===== config.mk =====
export PLATFORM = sky130hd
export DESIGN_NAME = dsp_pattern_factor_gen
export DESIGN_NICKNAME = d
export VERILOG_FILES = /design/src/rtl/dsp_pattern_factor_gen.sv
export SDC_FILE = /design/constraint.sdc
export NUM_CORES = 1
export LEC_CHECK = 0
export ABC_CLOCK_PERIOD_IN_PS = 5470
export CAP_MARGIN = 20
export CORE_MARGIN = 3
export CORE_UTILIZATION = 58
export CTS_BUF_LIST = sky130_fd_sc_hd__clkbuf_4 sky130_fd_sc_hd__clkbuf_8 sky130_fd_sc_hd__clkbuf_16
export DETAILED_ROUTE_END_ITERATION = 16
export DONT_BUFFER_PORTS = 1
export PLACE_DENSITY_LB_ADDON = 0.1
export SKIP_CTS_REPAIR_TIMING = 1
export SYNTH_ARGS = -nofsm -noshare
export SYNTH_HDL_FRONTEND = slang
export SYNTH_SLANG_ARGS = --single-unit

===== constraint.sdc =====
create_clock -name clk_i -period 5.47 [get_ports clk_i]
set_input_delay 0.547 -clock clk_i [delete_from_list [all_inputs] [get_ports clk_i]]
set_output_delay 0.547 -clock clk_i [all_outputs]
set_load 0.005 [all_outputs]

===== src/rtl/dsp_pattern_factor_gen.sv =====
// dsp_pattern_factor_gen
// Finds every operand pair (a, b) with a * b == target by trial division over
// b = 1, 2, 3, ... using a bit-serial restoring divider. Each exact pair whose
// quotient fits the signed a operand is offered on a valid/ready interface.
module dsp_pattern_factor_gen #(
   parameter int TGT_W = 44,
   parameter int A_W   = 27,
   parameter int B_W   = 18,
   parameter int B_MAX = 131071
) (
   input  logic             clk_i,
   input  logic             rst_i,
   input  logic             start_i,
   input  logic [TGT_W-1:0] target_i,
   input  logic             first_only_i,
   output logic [A_W-1:0]   a_o,
   output logic [B_W-1:0]   b_o,
   output logic             valid_o,
   input  logic             ready_i,
   output logic             busy_o,
   output logic             done_o,
   output logic [B_W-1:0]   pairs_o
);

   // Remainder is always < b, so one extra bit absorbs the shift-in.
   localparam int               REM_W     = B_W + 1;
   localparam int               CNT_W     = $clog2(TGT_W);
   localparam logic [B_W-1:0]   B_LIMIT   = B_W'(B_MAX);
   localparam logic [CNT_W-1:0] LAST_STEP = CNT_W'(TGT_W - 1);

   typedef enum logic [2:0] {
      S_IDLE,
      S_LOAD,
      S_DIV,
      S_CHECK,
      S_EMIT,
      S_FIN
   } state_t;

   state_t state_q;
   state_t state_d;

   logic [TGT_W-1:0]       tgt_q;
   logic                   first_only_q;
   logic [B_W-1:0]         b_q;
   logic [REM_W-1:0]       rem_q;
   // Dividend bits leave at the MSB while quotient bits enter at the LSB,
   // so after TGT_W steps this register holds the full quotient.
   logic [TGT_W-1:0]       dvd_q;
   logic [CNT_W-1:0]       cnt_q;
   logic [A_W-1:0]         a_q;
   logic [B_W-1:0]         b_out_q;
   logic [B_W-1:0]         pairs_q;
   logic [REM_W+TGT_W-1:0] step;
   logic                   out_of_range;
   logic                   emit_ok;

   // One restoring division step: returns {next remainder, next dividend/quotient}.
   function automatic logic [REM_W+TGT_W-1:0] div_step(
      input logic [REM_W-1:0] rem,
      input logic [TGT_W-1:0] dvd,
      input logic [B_W-1:0]   divisor
   );
      logic [REM_W-1:0] trial;
      logic [REM_W-1:0] dext;
      trial = {rem[REM_W-2:0], dvd[TGT_W-1]};
      dext  = REM_W'(divisor);
      if (trial >= dext) begin
         return {trial - dext, dvd[TGT_W-2:0], 1'b1};
      end
      return {trial, dvd[TGT_W-2:0], 1'b0};
   endfunction

   assign step = div_step(rem_q, dvd_q, b_q);

   // The bound check runs before any division, so b never has to wrap.
   assign out_of_range = (b_q > B_LIMIT) || (TGT_W'(b_q) > tgt_q);

   // Exact factor whose quotient fits a non-negative signed A_W operand.
   assign emit_ok = (rem_q == '0) && (dvd_q != '0) && (dvd_q[TGT_W-1:A_W-1] == '0);

   // State register.
   always_ff @(posedge clk_i or posedge rst_i) begin
      if (rst_i) begin
         state_q <= S_IDLE;
      end else begin
         state_q <= state_d;
      end
   end

   // Next-state decode.
   always_comb begin
      state_d = state_q;
      case (state_q)
         S_IDLE: begin
            if (start_i) begin
               state_d = (target_i == '0) ? S_FIN : S_LOAD;
            end
         end
         S_LOAD: begin
            state_d = out_of_range ? S_FIN : S_DIV;
         end
         S_DIV: begin
            if (cnt_q == LAST_STEP) begin
               state_d = S_CHECK;
            end
         end
         S_CHECK: begin
            state_d = emit_ok ? S_EMIT : S_LOAD;
         end
         S_EMIT: begin
            if (ready_i) begin
               state_d = first_only_q ? S_FIN : S_LOAD;
            end
         end
         S_FIN: begin
            state_d = S_IDLE;
         end
         default: begin
            state_d = S_IDLE;
         end
      endcase
   end

   // Status outputs decoded from the current state.
   always_comb begin
      valid_o = (state_q == S_EMIT);
      busy_o  = (state_q == S_LOAD) || (state_q == S_DIV) ||
                (state_q == S_CHECK) || (state_q == S_EMIT);
      done_o  = (state_q == S_FIN);
   end

   // Target latch, candidate divisor, divider datapath and emitted pair.
   always_ff @(posedge clk_i or posedge rst_i) begin
      if (rst_i) begin
         tgt_q        <= '0;
         first_only_q <= 1'b0;
         b_q          <= '0;
         rem_q        <= '0;
         dvd_q        <= '0;
         cnt_q        <= '0;
         a_q          <= '0;
         b_out_q      <= '0;
         pairs_q      <= '0;
      end else begin
         case (state_q)
            S_IDLE: begin
               if (start_i) begin
                  tgt_q        <= target_i;
                  first_only_q <= first_only_i;
                  b_q          <= B_W'(1);
                  pairs_q      <= '0;
               end
            end
            S_LOAD: begin
               rem_q <= '0;
               dvd_q <= tgt_q;
               cnt_q <= '0;
            end
            S_DIV: begin
               rem_q <= step[REM_W+TGT_W-1:TGT_W];
               dvd_q <= step[TGT_W-1:0];
               cnt_q <= cnt_q + CNT_W'(1);
            end
            S_CHECK: begin
               if (emit_ok) begin
                  a_q     <= dvd_q[A_W-1:0];
                  b_out_q <= b_q;
               end else begin
                  b_q <= b_q + B_W'(1);
               end
            end
            S_EMIT: begin
               if (ready_i) begin
                  pairs_q <= pairs_q + B_W'(1);
                  if (!first_only_q) begin
                     b_q <= b_q + B_W'(1);
                  end
               end
            end
            default: begin
            end
         endcase
      end
   end

   assign a_o     = a_q;
   assign b_o     = b_out_q;
   assign pairs_o = pairs_q;

endmodule


==> flow_summary_export.csv, run 1 <==
group,metric,value,unit
logic_synthesis,synth-xor-area-share,0.0338,
grt,global_route.usage.total,0.259,
logic_synthesis,synth_top_area_frac,0.503,
placed_design,gp_congestion,0.864,
pwr,vdd_drop_max,0.000307,V
logic_synthesis,synth_cells,1001,
grt,gr-usage-met3,0.0603,
logic_synthesis,avgSynthCellArea,9.83,µm²
worst_setup_path,cp_data_required_time,5.79,ns
grt,busiest_layer,"met2",
logic_synthesis,ys_seq_area_frac,0.503,
floorplanning,ioPinCount,115,
timing,hold_viol_final,0,
logic_synthesis,synth_area_leaders,"dfrtp_1, nand2_1, mux2_2",
pwr,leakagePower,4.94,nW
floorplanning,rows,46,
clock_tree,clk_latency,0.44,ns
logic_synthesis,synth_top_area_cell,"dfrtp_1",
grt,grt_pass1_wl,37.5,mm
grt,grt_pass1_vias,7123,
logic_synthesis,synth_enable_flop_cells,0,
pwr,cellPowerDensity,547,mW/mm²
layout,antenna_cells,0,
worst_setup_path,r2r_slack,2.34,ns
worst_setup_path,r2r_start,"rem_q[1]$_DFFE_PP0P_",
routing,wire_per_inst,18.9,µm
timing,rsz0062_at_grt,"false",
worst_setup_path,rr_worst_depth,6,
worst_setup_path,cp-endpoint,"a_o[0]$_DFFE_PP0P_",
placed_design,port_buffers,0,
layout,final_layout_size_suffix_gt1_frac,0.113,
clock_tree,cts.path.max_buffers,2,
worst_setup_path,crit_type,"flop to flop",
routing,routed_wl,23.0,mm
routing,vias,7327,
clock_tree,cts_tree,"built",
worst_setup_path,crit_path_max_fanout,33,
clock_tree,path_clk_slew,0.08,ns
clock_tree,numCtsBuffers,17,
worst_setup_path,crit_start,"rem_q[1]$_DFFE_PP0P_",
logic_synthesis,synth-main-ff-cell,"dfrtp_1",
logic_synthesis,synthSimpleGateAreaFrac,0.168,
worst_setup_path,cpPeakStageDelay,0.57,ns
logic_synthesis,yosys_warnings,0,
timing,slew_viol_final,0,
timing,tns,0,ns
routing,drc,0,
logic_synthesis,netlist_area,0.00984,mm²
worst_setup_path,cpMaxStageDelayCell,"a2111oi_2",
clock_tree,root_buffer,"clkbuf_16",
timing,period_needed,3.13,ns
grt,antenna_found_initial,0,
logic_synthesis,yosysMostFrequentCell,"dfrtp_1",
floorplanning,core-area,0.0162,mm²
floorplanning,die_y,136,µm
logic_synthesis,synth_top_family_by_area,"simple AND/OR/NAND/NOR gates",
worst_setup_path,cp-start-kind,"flop",
timing,setup_ws,2.34,ns
placed_design,place_ws,2.34,ns
flow_run,cap_violations,0,
worst_setup_path,cp_cell_sequence,"nor4_1, nand4_1, a2111oi_2, nand2_2, buf_4, mux2_2",
clock_tree,cts.sinks,198,
timing,worstMarginPinSlew,1.03,ns
logic_synthesis,async_flop_share,1.00,
logic_synthesis,synth_top_cells_by_count,"dfrtp_1, nand2_1, o21ai_0",
layout,nNetsFinal,1077,
worst_setup_path,rr_endpoint,"a_o[0]$_DFFE_PP0P_",
grt,gr-usage-met2,0.400,
pwr,finalPower,5.83,mW
logic_synthesis,syn_nets,1090,
timing,setup_viol,0,
logic_synthesis,synth_compound_area_frac,0.131,
logic_synthesis,synth_adder_area_share,0.0516,
timing,fin_crit_sh,0.572,
routing,drtIter0Drc,575,
floorplanning,initial_utilization,0.606,
placed_design,dp_hpwl,16.4,mm
min_path,hold_path_class,"input port to flop",
logic_synthesis,synth_cell_types,56,
timing,max_freq,319,MHz
grt,grt_max_degree,61,
timing,relSlewSlack,0.315,
routing,via_per_inst,6.02,
routing,firstDrtPassIters,5,
grt,globalRoute.totalOverflow,0,
clock_tree,htree_levels,4,
worst_setup_path,critPathCaptureType,"flop",
worst_setup_path,worstPathArrival,3.45,ns
run_status,outcome,"completed",
floorplanning,die-width,136,µm
min_path,holdCritStartpoint,"target_i[9]",
logic_synthesis,synthMuxAreaShare,0.0740,
layout,syn_to_final_growth,8.14,%
floorplanning,die_area,0.0186,mm²
logic_synthesis,ys_seq_elements,198,
routing,final_antenna_net_count,0,
grt,use_met1,0.369,
timing,fin_worst_skew,0.0175,ns
==> sequential cells by signal, indices dropped and copies added, names as in the netlist <==
name and cells:
tgt_q 44, cnt_q 6, pairs_o 18, rem_q 19
b_q 18, a_o 27, first_only_q 1, dvd_q 44
b_o 18, state_q 3
==> layout by cell type, fill, tap and decap left out, types with 3 or more instances in the layout <==
| cell | instances |
|---|---|
| nor4_1 | 35 |
| clkbuf_16 | 17 |
| and3_1 | 11 |
| a21o_1 | 10 |
| nand3_1 | 21 |
| nor2_1 | 56 |
| nor2b_1 | 4 |
| nand2_1 | 168 |
| inv_1 | 52 |
| a21oi_1 | 35 |
| mux2_2 | 54 |
| nor3_2 | 3 |
| xnor2_1 | 16 |
| o21ai_0 | 80 |
| buf_4 | 10 |
| a31oi_1 | 7 |
| nand4_1 | 18 |
| o21a_1 | 4 |
| ha_1 | 39 |
| nand2b_1 | 3 |
| nor3_1 | 13 |
| or3_1 | 8 |
| inv_6 | 3 |
| inv_8 | 3 |
| or2_2 | 4 |
| a22oi_1 | 43 |
| mux2i_1 | 12 |
| xor2_1 | 22 |
| a22o_1 | 4 |
| dfrtp_1 | 198 |
==> critical path: cells and delay by family, from the launching register on <==
| kind | cells | cell delay, ns |
|---|---|---|
| DFF | 1 | 0.42 |
| muxes | 1 | 0.30 |
| buffers and inverters | 1 | 0.44 |
| and+or+nand+nor | 3 | 1.27 |
| AOI/OAI and AO/OA | 1 | 0.57 |
==> area by class of cell <==
class                           count  area, µm²
Timing Repair Buffer               11       85.1
Clock buffer                       19        447
Fill cell                        1342       5590
Tap cell                          216        270
Sequential cell                   198       4950
Clock inverter                     13        141
Multi-Input combinational cell    707       4540
Inverter                           53        203
==> layer usage <==
metal	up-vias	wire length, µm	part of all wire
li1	3515	-	-
met1	3572	10600	0.46
met2	211	10600	0.46
met3	29	1390	0.060
met4	0	379	0.017
met5	-	0	0
==> how the worst min path moves through the flow <==
stage | end | slack [ns] | depth (start not counted)
after global routing | tgt_q[9]$_DFFE_PP0P_ | 0.21 | 2
after detailed placement | a_o[8]$_DFFE_PP0P_ | 0.40 | 1
after CTS | a_o[11]$_DFFE_PP0P_ | -0.07 | 1
final | tgt_q[9]$_DFFE_PP0P_ | 0.22 | 2
after global placement | a_o[8]$_DFFE_PP0P_ | 0.40 | 1
after floorplan | cnt_q[5]$_DFFE_PP0P_ | 0.46 | 1
==> cells by family after synthesis <==
| group | Yosys count |
|---|---|
| AO/OA/AOI/OAI | 207 |
| buffers and inverters | 96 |
| XOR/XNOR | 38 |
| flip-flops | 198 |
| adder cells (fa/ha/maj) | 40 |
| multiplexers | 66 |
| AND/OR/NAND/NOR | 356 |
==> where the power goes <==
group	internal (mW)	switching (mW)
Combinational	0.920	1.37
Clock	0.663	0.590
Sequential	1.87	0.408
Total	3.45	2.37
==> per-stage QoR <==
stage	hold slack [ns]	area [µm²]	cells	utilization
after global routing	0.211	10600	1217	0.656
after global placement	0.401	10000	1184	0.619
after floorplan	0.458	9850	1001	-
after detailed placement	0.405	10000	1184	0.619
after CTS	-0.0735	10600	1216	0.655
final	0.222	10600	1217	0.656
Note: power is estimated with default switching activity, not from simulation.
==> run 2: changes to the inputs <==
--- a/config.mk
+++ b/config.mk
@@ -5,10 +5,10 @@
 export SDC_FILE = /design/constraint.sdc
 export NUM_CORES = 1
 export LEC_CHECK = 0
-export ABC_CLOCK_PERIOD_IN_PS = 5470
+export ABC_CLOCK_PERIOD_IN_PS = 2890
 export CAP_MARGIN = 20
 export CORE_MARGIN = 3
-export CORE_UTILIZATION = 58
+export CORE_UTILIZATION = 64
 export CTS_BUF_LIST = sky130_fd_sc_hd__clkbuf_4 sky130_fd_sc_hd__clkbuf_8 sky130_fd_sc_hd__clkbuf_16
 export DETAILED_ROUTE_END_ITERATION = 16
 export DONT_BUFFER_PORTS = 1
==> constraint.sdc (replaced) <==
create_clock -name clk_i -period 2.89 [get_ports clk_i]
set_input_delay 0.289 -clock clk_i [delete_from_list [all_inputs] [get_ports clk_i]]
set_output_delay 0.289 -clock clk_i [all_outputs]
set_load 0.005 [all_outputs]
==> run 2 against run 1 <==
The run now ends with hold timing left. Design area rose by 5.8%. Core utilization rose by 10 points. Non-clock buffer count rose by 60. Critical endpoint is now rem_q[16]$_DFFE_PP0P_. Largest cell class unchanged.
==> flow_summary_export.csv, run 2 (synthesized netlist as in run 1, its figures left out) <==
group,metric,value,unit
routing,routed_wl,24.5,mm
timing,max_freq,372,MHz
layout,antenna_cells,0,
layout,stdcell_area,0.0113,mm²
worst_setup_path,cp-endpoint,"rem_q[16]$_DFFE_PP0P_",
run_status,violations,"hold timing",
routing,final_antenna_net_count,0,
floorplanning,core-area,0.0148,mm²
timing,fin_hold_ws,-0.0227,ns
clock_tree,clk_latency,0.44,ns
routing,wire_per_inst,19.7,µm
timing,tns,0,ns
floorplanning,die_area,0.0169,mm²
worst_setup_path,worstPathArrival,3.03,ns
placed_design,port_buffers,0,
routing,drtIter0Drc,790,
worst_setup_path,crit_type,"flop to flop",
clock_tree,htree_levels,4,
clock_tree,root_buffer,"clkbuf_16",
timing,fin_crit_sh,0.931,
timing,setup_ws,0.200,ns
clock_tree,path_clk_slew,0.07,ns
layout,n_fill_cell,1004,
floorplanning,die-width,130,µm
clock_tree,numCtsBuffers,17,
layout,nNetsFinal,1137,
floorplanning,ioPinCount,115,
routing,via_per_inst,6.23,
worst_setup_path,critPathCaptureType,"flop",
min_path,hold_path_class,"input port to flop",
placed_design,gp_congestion,0.928,
timing,worstMarginPinSlew,0.864,ns
worst_setup_path,r2r_start,"dvd_q[43]$_DFFE_PP0P_",
floorplanning,die_y,130,µm
timing,slew_viol_final,0,
placed_design,placed_area,0.0102,mm²
clock_tree,cts.sinks,198,
routing,drc,0,
placed_design,dp_hpwl,17.0,mm
placed_design,place_ws,0.158,ns
flow_run,cap_violations,0,
floorplanning,rows,44,
worst_setup_path,crit_start,"dvd_q[43]$_DFFE_PP0P_",
grt,global_route.usage.total,0.297,
timing,period_needed,2.69,ns
layout,final_cell_mix,"dfrtp_1, nand2_1, o21ai_0",
timing,hold_viol_final,1,
grt,grt_max_degree,52,
worst_setup_path,cp-start-kind,"flop",
pwr,finalPower,11.4,mW
timing,fin_worst_skew,0.00879,ns
worst_setup_path,cp_data_required_time,3.23,ns
clock_tree,cts_tree,"built",
timing,relSlewSlack,0.423,
layout,syn_to_final_growth,14.4,%
pwr,cellPowerDensity,1010,mW/mm²
pwr,vdd_drop_max,0.000590,V
worst_setup_path,rr_worst_depth,11,
worst_setup_path,crit_path_max_fanout,3,
routing,vias,7762,
worst_setup_path,rr_endpoint,"rem_q[16]$_DFFE_PP0P_",
grt,grt_pass1_wl,38.9,mm
routing,firstDrtPassIters,6,
timing,rsz0062_at_grt,"false",
grt,antenna_found_initial,0,
grt,globalRoute.totalOverflow,0,
timing,setup_viol,0,
pwr,leakagePower,5.23,nW
clock_tree,cts.path.max_buffers,2,
worst_setup_path,r2r_slack,0.20,ns
layout,final_common_cell,"dfrtp_1",
run_status,outcome,"finished with violations",
floorplanning,initial_utilization,0.665,
layout,final_layout_size_suffix_gt1_frac,0.125,
grt,grt_pass1_vias,7450,
==> run 2: metal layers <==
layer  wire length (µm)  track usage  part of all wire
met1              10700        0.418              0.43
met2              11800        0.477              0.48
met3               1560       0.0553             0.063
met4                506       0.0837             0.021
met5                  0            0                 0
==> run 2: critical path: stages, from the launching register on <==
cell,delay (ns)
dfrtp_1,0.38
inv_1,0.08
ha_1,0.21
fa_1,0.42
nor2b_1,0.18
o31ai_1,0.12
a21oi_1,0.31
nand2_1,0.10
a21oi_1,0.32
a31oi_1,0.16
xor2_1,0.16
o21ai_0,0.18
==> run 2: worst min-delay path by stage <==
stage / cells past startpoint / slack, ns / startpoint / to
2_1_floorplan: 2 / 0.41 / target_i[10] / tgt_q[10]$_DFFE_PP0P_
3_3_place_gp: 1 / 0.36 / rst_i / a_o[8]$_DFFE_PP0P_
4_1_cts: 1 / -0.09 / rst_i / dvd_q[3]$_DFFE_PP0P_
6_report: 2 / -0.02 / target_i[10] / tgt_q[10]$_DFFE_PP0P_
3_5_place_dp: 1 / 0.37 / rst_i / dvd_q[8]$_DFFE_PP0P_
5_1_grt: 2 / -0.009 / target_i[7] / tgt_q[7]$_DFFE_PP0P_
==> run 2: layout make-up <==
| type | instances | area [µm²] | area share |
|---|---|---|---|
| clock buffer | 20 | 454 | 0.0403 |
| clock inverter | 12 | 166 | 0.0148 |
| timing repair buffer | 71 | 681 | 0.0605 |
| inverter | 53 | 203 | 0.0180 |
| multi-input combinational | 707 | 4570 | 0.406 |
| tap | 184 | 230 | 0.0204 |
| sequential | 198 | 4950 | 0.440 |
==> run 2: stage by stage <==
step | util | std cells
3_5_place_dp | 0.687 | 1169
2_1_floorplan | - | 1001
6_report | 0.760 | 1245
3_3_place_gp | 0.687 | 1169
4_1_cts | 0.729 | 1201
5_1_grt | 0.760 | 1245
==> run 2: report_power, final <==
group	total [mW]	internal [mW]	switching, mW	leakage (nW)
logic	4.62	1.89	2.74	2.34
registers	4.31	3.55	0.765	2.59
clock network	2.47	1.42	1.05	0.304
